===== src/rtl/aes_sbox_pkg.sv =====
// Shared constants, field arithmetic and mode type for the pipelined AES S-box.
// Tower field: GF(((2^2)^2)^2), GF(2^2) mod x^2+x+1, phi=2, lambda=0xC.
package aes_sbox_pkg;

   localparam int SBOX_LATENCY = 6;

   // Row r of each matrix is byte r (row 7 in the top byte).
   localparam logic [63:0] AFF_FWD   = 64'hF87C3E1F8FC7E3F1;
   localparam logic [63:0] AFF_INV   = 64'h5229944A259249A4;
   localparam logic [7:0]  AFF_FWD_C = 8'h63;
   localparam logic [7:0]  AFF_INV_C = 8'h05;
   localparam logic [63:0] ISO_FWD   = 64'hA0DEACAEC69E5243;
   localparam logic [63:0] ISO_INV   = 64'hE24462763E9E3075;
   localparam logic [3:0]  GF4_LAMBDA = 4'hC;

   typedef enum logic {
      SBOX_FWD = 1'b0,
      SBOX_INV = 1'b1
   } sbox_mode_e;

   function automatic logic [7:0] mat8(
      input logic [63:0] m,
      input logic [7:0]  x
   );
      logic [7:0] y;
      for (int r = 0; r < 8; r++)
         y[r] = ^(m[8*r +: 8] & x);
      return y;
   endfunction

   function automatic logic [1:0] gf2_mul(
      input logic [1:0] a,
      input logic [1:0] b
   );
      logic m;
      m = a[0] & b[0];
      return {((a[1] ^ a[0]) & (b[1] ^ b[0])) ^ m,
              (a[1] & b[1]) ^ m};
   endfunction

   function automatic logic [1:0] gf2_sq(input logic [1:0] a);
      return {a[1], a[1] ^ a[0]};
   endfunction

   function automatic logic [1:0] gf2_phi(input logic [1:0] a);
      return {a[1] ^ a[0], a[1]};
   endfunction

   function automatic logic [3:0] gf4_mul(
      input logic [3:0] k,
      input logic [3:0] w
   );
      logic [1:0] hh, ll, mm;
      hh = gf2_mul(k[3:2], w[3:2]);
      ll = gf2_mul(k[1:0], w[1:0]);
      mm = gf2_mul(k[3:2] ^ k[1:0], w[3:2] ^ w[1:0]);
      return {mm ^ ll, gf2_phi(hh) ^ ll};
   endfunction

   function automatic logic [3:0] gf4_sq_scl(input logic [3:0] h);
      return gf4_mul(gf4_mul(h, h), GF4_LAMBDA);
   endfunction

   function automatic logic [3:0] gf4_inv(input logic [3:0] k);
      logic [1:0] h, l, d, di;
      h  = k[3:2];
      l  = k[1:0];
      d  = gf2_phi(gf2_sq(h)) ^ gf2_mul(h, l) ^ gf2_sq(l);
      di = gf2_sq(d);
      return {gf2_mul(h, di), gf2_mul(h ^ l, di)};
   endfunction

endpackage


===== src/rtl/aes_sbox_lane.sv =====
// One byte lane: six enabled stages of composite-field S-box.
// AES_SBOX_STAGE_TAP_EN exposes the six stage data registers on tap.
module aes_sbox_lane
   import aes_sbox_pkg::*;
(
   input  logic       clk,
   input  logic       rst,
   input  logic       en,
   input  logic [7:0] in_data,
   input  sbox_mode_e in_mode,
   input  sbox_mode_e s5_mode,
   output logic [7:0] out_data
`ifdef AES_SBOX_STAGE_TAP_EN
   ,
   output logic [8*SBOX_LATENCY-1:0] tap
`endif
);

   logic [7:0] pre;
   logic [7:0] s1, s2, s3, s4, s5, s6;
   logic [3:0] d2, i3;

   // inverse beats undo the affine map before field inversion
   always_comb begin
      pre = in_data;
      if (in_mode == SBOX_INV)
         pre = mat8(AFF_INV, in_data) ^ AFF_INV_C;
   end

   // map, norm, norm inverse, product, unmap, affine
   always_ff @(posedge clk or posedge rst) begin
      if (rst) begin
         s1 <= '0;
         s2 <= '0;
         s3 <= '0;
         s4 <= '0;
         s5 <= '0;
         s6 <= '0;
         d2 <= '0;
         i3 <= '0;
      end else if (en) begin
         s1 <= mat8(ISO_FWD, pre);
         s2 <= s1;
         d2 <= gf4_sq_scl(s1[7:4])
             ^ gf4_mul(s1[7:4], s1[3:0])
             ^ gf4_mul(s1[3:0], s1[3:0]);
         s3 <= s2;
         i3 <= gf4_inv(d2);
         s4 <= {gf4_mul(s3[7:4], i3),
                gf4_mul(s3[7:4] ^ s3[3:0], i3)};
         s5 <= mat8(ISO_INV, s4);
         s6 <= (s5_mode == SBOX_FWD)
             ? (mat8(AFF_FWD, s5) ^ AFF_FWD_C)
             : s5;
      end
   end

   assign out_data = s6;

`ifdef AES_SBOX_STAGE_TAP_EN
   assign tap = {s6, s5, s4, s3, s2, s1};
`endif

endmodule


===== src/rtl/aes_sbox_pipe_array.sv =====
// Multi-lane 6-stage AES S-box with valid/ready, tag, flush, inflight count.
// AES_SBOX_STAGE_TAP_EN adds the stage_tap debug port.
module aes_sbox_pipe_array
   import aes_sbox_pkg::*;
#(
   parameter int LANES   = 2,
   parameter int TAG_W   = 4,
   parameter int LATENCY = 6
) (
   input  logic                         clk,
   input  logic                         rst,
   input  logic                         flush,
   input  logic                         in_valid,
   output logic                         in_ready,
   input  logic                         in_inv,
   input  logic [8*LANES-1:0]           in_data,
   input  logic [TAG_W-1:0]             in_tag,
   output logic                         out_valid,
   input  logic                         out_ready,
   output logic [8*LANES-1:0]           out_data,
   output logic [TAG_W-1:0]             out_tag,
   output logic [$clog2(LATENCY+1)-1:0] inflight
`ifdef AES_SBOX_STAGE_TAP_EN
   ,
   output logic [LATENCY*8*LANES-1:0]   stage_tap
`endif
);

   localparam int DW = 8 * LANES;
   localparam int CW = $clog2(LATENCY + 1);

   if (LATENCY != SBOX_LATENCY) begin : g_bad_lat
      $error("aes_sbox_pipe_array: LATENCY must be 6");
   end
   if (TAG_W < 1) begin : g_bad_tag
      $error("aes_sbox_pipe_array: TAG_W must be >= 1");
   end

   logic              advance;
   logic              accept;
   logic              drain;
   sbox_mode_e        mode_in;
   logic [LATENCY-1:0] vld;
   logic [TAG_W-1:0]  tag_q  [LATENCY];
   sbox_mode_e        mode_q [LATENCY-1];

   assign out_valid = vld[LATENCY-1];
   assign advance   = !out_valid || out_ready;
   assign in_ready  = advance && !flush;
   assign accept    = in_valid && in_ready;
   assign drain     = out_valid && out_ready;
   assign mode_in   = sbox_mode_e'(in_inv);
   assign out_tag   = tag_q[LATENCY-1];

   // valid chain; bubbles enter whenever nothing is accepted
   always_ff @(posedge clk or posedge rst) begin
      if (rst)
         vld <= '0;
      else if (flush)
         vld <= '0;
      else if (advance)
         vld <= {vld[LATENCY-2:0], accept};
   end

   // tag and mode ride alongside the lane data
   always_ff @(posedge clk or posedge rst) begin
      if (rst) begin
         for (int k = 0; k < LATENCY; k++)
            tag_q[k] <= '0;
         for (int k = 0; k < LATENCY-1; k++)
            mode_q[k] <= SBOX_FWD;
      end else if (advance) begin
         tag_q[0]  <= in_tag;
         mode_q[0] <= mode_in;
         for (int k = 1; k < LATENCY; k++)
            tag_q[k] <= tag_q[k-1];
         for (int k = 1; k < LATENCY-1; k++)
            mode_q[k] <= mode_q[k-1];
      end
   end

   // beats held: accepts minus drains, cleared by flush
   always_ff @(posedge clk or posedge rst) begin
      if (rst)
         inflight <= '0;
      else if (flush)
         inflight <= '0;
      else
         inflight <= inflight + CW'(accept) - CW'(drain);
   end

`ifdef AES_SBOX_STAGE_TAP_EN
   logic [8*SBOX_LATENCY-1:0] lane_tap [LANES];

   // regroup per-lane taps into per-stage slices
   always_comb begin
      stage_tap = '0;
      for (int k = 0; k < LATENCY; k++)
         for (int i = 0; i < LANES; i++)
            stage_tap[k*DW + 8*i +: 8] = lane_tap[i][8*k +: 8];
   end
`endif

   for (genvar i = 0; i < LANES; i++) begin : g_lane
      aes_sbox_lane u_lane (
         .clk      (clk),
         .rst      (rst),
         .en       (advance),
         .in_data  (in_data[8*i +: 8]),
         .in_mode  (mode_in),
         .s5_mode  (mode_q[LATENCY-2]),
         .out_data (out_data[8*i +: 8])
`ifdef AES_SBOX_STAGE_TAP_EN
         ,
         .tap      (lane_tap[i])
`endif
      );
   end

endmodule


===== config.mk =====
export PLATFORM = sky130hd
export DESIGN_NAME = aes_sbox_pipe_array
export DESIGN_NICKNAME = d
export VERILOG_FILES = /design/src/rtl/aes_sbox_pkg.sv /design/src/rtl/aes_sbox_lane.sv /design/src/rtl/aes_sbox_pipe_array.sv
export SDC_FILE = /design/constraint.sdc
export NUM_CORES = 1
export LEC_CHECK = 0
export BUFFER_PORTS_ARGS = -buffer_cell sky130_fd_sc_hd__buf_2
export CAP_MARGIN = 20
export CELL_PAD_IN_SITES_DETAIL_PLACEMENT = 2
export CELL_PAD_IN_SITES_GLOBAL_PLACEMENT = 2
export CORE_ASPECT_RATIO = 1.2
export CORE_MARGIN = 1
export CORE_UTILIZATION = 43
export DETAILED_ROUTE_END_ITERATION = 10
export PLACE_DENSITY_LB_ADDON = 0.1
export SLEW_MARGIN = 10
export SYNTH_ARGS = -nofsm -noshare
export SYNTH_HDL_FRONTEND = slang
export SYNTH_HIERARCHICAL = 1
export SYNTH_SLANG_ARGS = --single-unit

===== constraint.sdc =====
create_clock -name clk -period 4.68 [get_ports clk]
set_input_delay 0.468 -clock clk [delete_from_list [all_inputs] [get_ports clk]]
set_output_delay 0.468 -clock clk [all_outputs]
set_load 0.005 [all_outputs]

==> results.yml <==
cts:
  h-tree-depth: 4
  path_clk_slew_ns: 0.07
  clock-sinks: 150
  ctsResizeCount: 0
  clk_latency_ns: 0.44
  cts_inserted_buffers: 17
  cts_tree: "done"
  post_cts_buffers: 0
  cts_hold_buf: 0
  clock_path_buffers: 2
  clockRootBuffer: "clkbuf_16"
sta:
  relSlewSlack_pct: 30.8
  finalHoldViolCount: 0
  layout_min_cycle_time_ns: 2.42
  clock_skew_ns: 0.0163
  hold_ws_ns: 0.206
  rsz0062_at_grt: "no"
  fin_crit_sh_pct: 51.7
  setup_viol: 0
  timing.fmax_mhz: 413
  maxSlewViolCount: 0
  tightestPinTransition_ns: 1.04
  tns_ns: 0
die:
  die_h_microns: 164
  ios: 51
  initial_core_util_pct: 43.7
  fp.dieArea_sq_um: 22600
  core-area_sq_um: 21600
  die_width_microns: 137
  rows: 59
power_and_ir_drop:
  vdd_ir_drop_max_v: 0.000449
  p_leak_nw: 4.44
  power_w: 0.00887
  powerDensity_nw_per_um2: 864
global_routing:
  grt_pass1_vias: 7194
  grt_max_degree: 177
  grtUsageTotal_pct: 21.2
  grt_pass1_wl_microns: 37000
  grt_antenna_before_repair: 3
  overflow: 0
routing:
  vias: 6661
  post_drt_wl_per_cell_microns: 17.5
  avgViaCountPerCell: 5.25
  wl_met3_microns: 434
  drt-met1-wl_microns: 9390
  met2WireLength_microns: 11900
  drtPass1Iterations: 4
  drt-total-wl_microns: 22100
  route.detailed.drc: 0
  drt_iter0_drc: 211
  antenna_left: 0
  top_layer: "met5"
synthesis:
  ys_types: 60
  dominantRegCellSynth: "dfrtp_1"
  synthArstFlopShare_pct: 100
  synth_warnings: 6
  yosysSeqAreaShare_pct: 39.7
  syn-cell-area_sq_um: 9450
  synth_edf_count: 0
  ys_ff_latch: 150
  syn_area_per_cell_sq_um: 9.64
  synth_cells: 980
  syn_nets: 1013
cells_and_area:
  layout.nets: 1012
  postLayoutCoreUtil_pct: 47.5
  drive_gt1_share_pct: 17.0
  nFillCells: 2329
  area_growth_pct: 8.65
setup_path:
  crit_type: "flop to flop"
  cp.required_ns: 5.00
  cp_data_arrival_time_ns: 2.74
  critPathLaunchType: "flop"
  endpoint_kind: "flop"
  critPathMaxFanout: 176
status:
  outcome: "completed"
place:
  gp_congestion: 0.778
  dp_hpwl_microns: 15100
  port_buffers: 50
flow_run:
  max-cap-violations: 0
min_path:
  min_path_type: "primary input to async pin"
Yosys cell counts, types with 10 or more instances:
library cell,instances,area share [%]
buf_2,12,0.64
xor2_1,56,5.2
mux2i_1,21,2.2
inv_1,14,0.56
xnor2_1,149,14
dfrtp_1,150,40
clkbuf_1,40,1.6
nand2_2,10,0.66
o21ai_0,18,0.95
mux2_2,53,6.3
nand2_1,130,5.2
nor2_1,101,4.0
nor2b_1,18,1.2
a21oi_1,83,4.4
flip-flops by register name, indices dropped and copies added (netlist names):
register                flops
g_lane.u_lane/s1           16
g_lane.u_lane/s4           16
g_lane.u_lane/s3           16
tag_q                      20
g_lane.u_lane/out_data     16
g_lane.u_lane/s5           16
inflight                    3
g_lane.u_lane/s2           16
vld                         6
mode_q                      5
out_tag                     4
g_lane.u_lane/d2            8
g_lane.u_lane/i3            8
final timing paths:
path	startpoint	to	slack [ns]	cells past startpoint
max	vld[5]	g_lane[1].u_lane/s4[3]	2.26	5
min	rst	tag_q[11]	0.21	3
max reg2reg	vld[5]	g_lane[1].u_lane/s4[3]	2.26	5
min reg2reg	tag_q[12]	tag_q[12]	0.47	2
max in group asynchronous	rst	g_lane[1].u_lane/s3[1]	3.90	3
min in group clk	in_tag[3]	tag_q[23]	0.22	3
kinds of logic (layout without fill, tap and decap cells):
group,after synthesis,in the layout,synth area share (%)
buffers and inverters,90,102,5.06
AO/OA/AOI/OAI,143,143,8.69
AND/OR/NAND/NOR,288,288,13.1
other,0,2,0
multiplexers,81,81,9.76
flip-flops,150,150,39.7
adder cells (fa/ha/maj),7,7,1.01
XOR/XNOR,221,221,22.7
through the flow:
stage | cell area, sq um | setup slack [ns] | std cells
after CTS | 10300 | 2.26 | 1266
after global routing | 10300 | 2.11 | 1266
final | 10300 | 2.26 | 1268
after floorplan | 9450 | 2.45 | 980
after detailed placement | 9660 | 2.16 | 1234
after global placement | 9660 | 2.21 | 1234
critical path, cell delays in order, from the launching register on:
cell     delay (ns)
dfrtp_1        0.39
nor2b_4        0.17
buf_4          0.24
inv_8          0.66
inv_1          0.30
a221o_1        0.38
cell usage in the layout (no fill, tap or decap), types with 4 or more instances in the layout:
cell / n
a21oi_1: 83
a31oi_1: 6
buf_2: 50
buf_4: 5
clkbuf_16: 17
dfrtp_1: 150
ha_1: 6
inv_1: 12
inv_6: 7
mux2_2: 53
mux2i_1: 21
mux2i_2: 4
nand2_1: 130
nand2_2: 10
nand2b_1: 7
nor2_1: 101
nor2b_1: 18
nor3_1: 6
nor3b_1: 4
o211ai_1: 6
o21ai_0: 18
o22ai_1: 7
xnor2_1: 149
xnor2_2: 4
xnor3_1: 6
xor2_1: 56
where the power goes:
| group | switching, W | internal, W | leakage, nW |
|---|---|---|---|
| Clock | 0.000625 | 0.000772 | 0.294 |
| Sequential | 0.000736 | 0.00184 | 1.78 |
| Combinational | 0.00236 | 0.00255 | 2.37 |
| Total | 0.00372 | 0.00516 | 4.44 |
per-layer routing:
layer | track usage [%] | up-vias
met1 | 24.3 | 3368
li1 | - | 3206
met4 | 7.14 | 2
met3 | 3.68 | 29
met2 | 39.2 | 56
met5 | 0 | -
layout make-up:
cell class | instances | area, sq um | area share, %
Antenna cell | 2 | 5.00 | 0.0488
Multi-Input combinational cell | 740 | 5220 | 50.8
Clock buffer | 18 | 439 | 4.28
Inverter | 15 | 63.8 | 0.622
Sequential cell | 150 | 3750 | 36.6
Timing Repair Buffer | 55 | 288 | 2.80
Tap cell | 274 | 343 | 3.34
Clock inverter | 14 | 156 | 1.52
(Power assumes the default switching activity.)
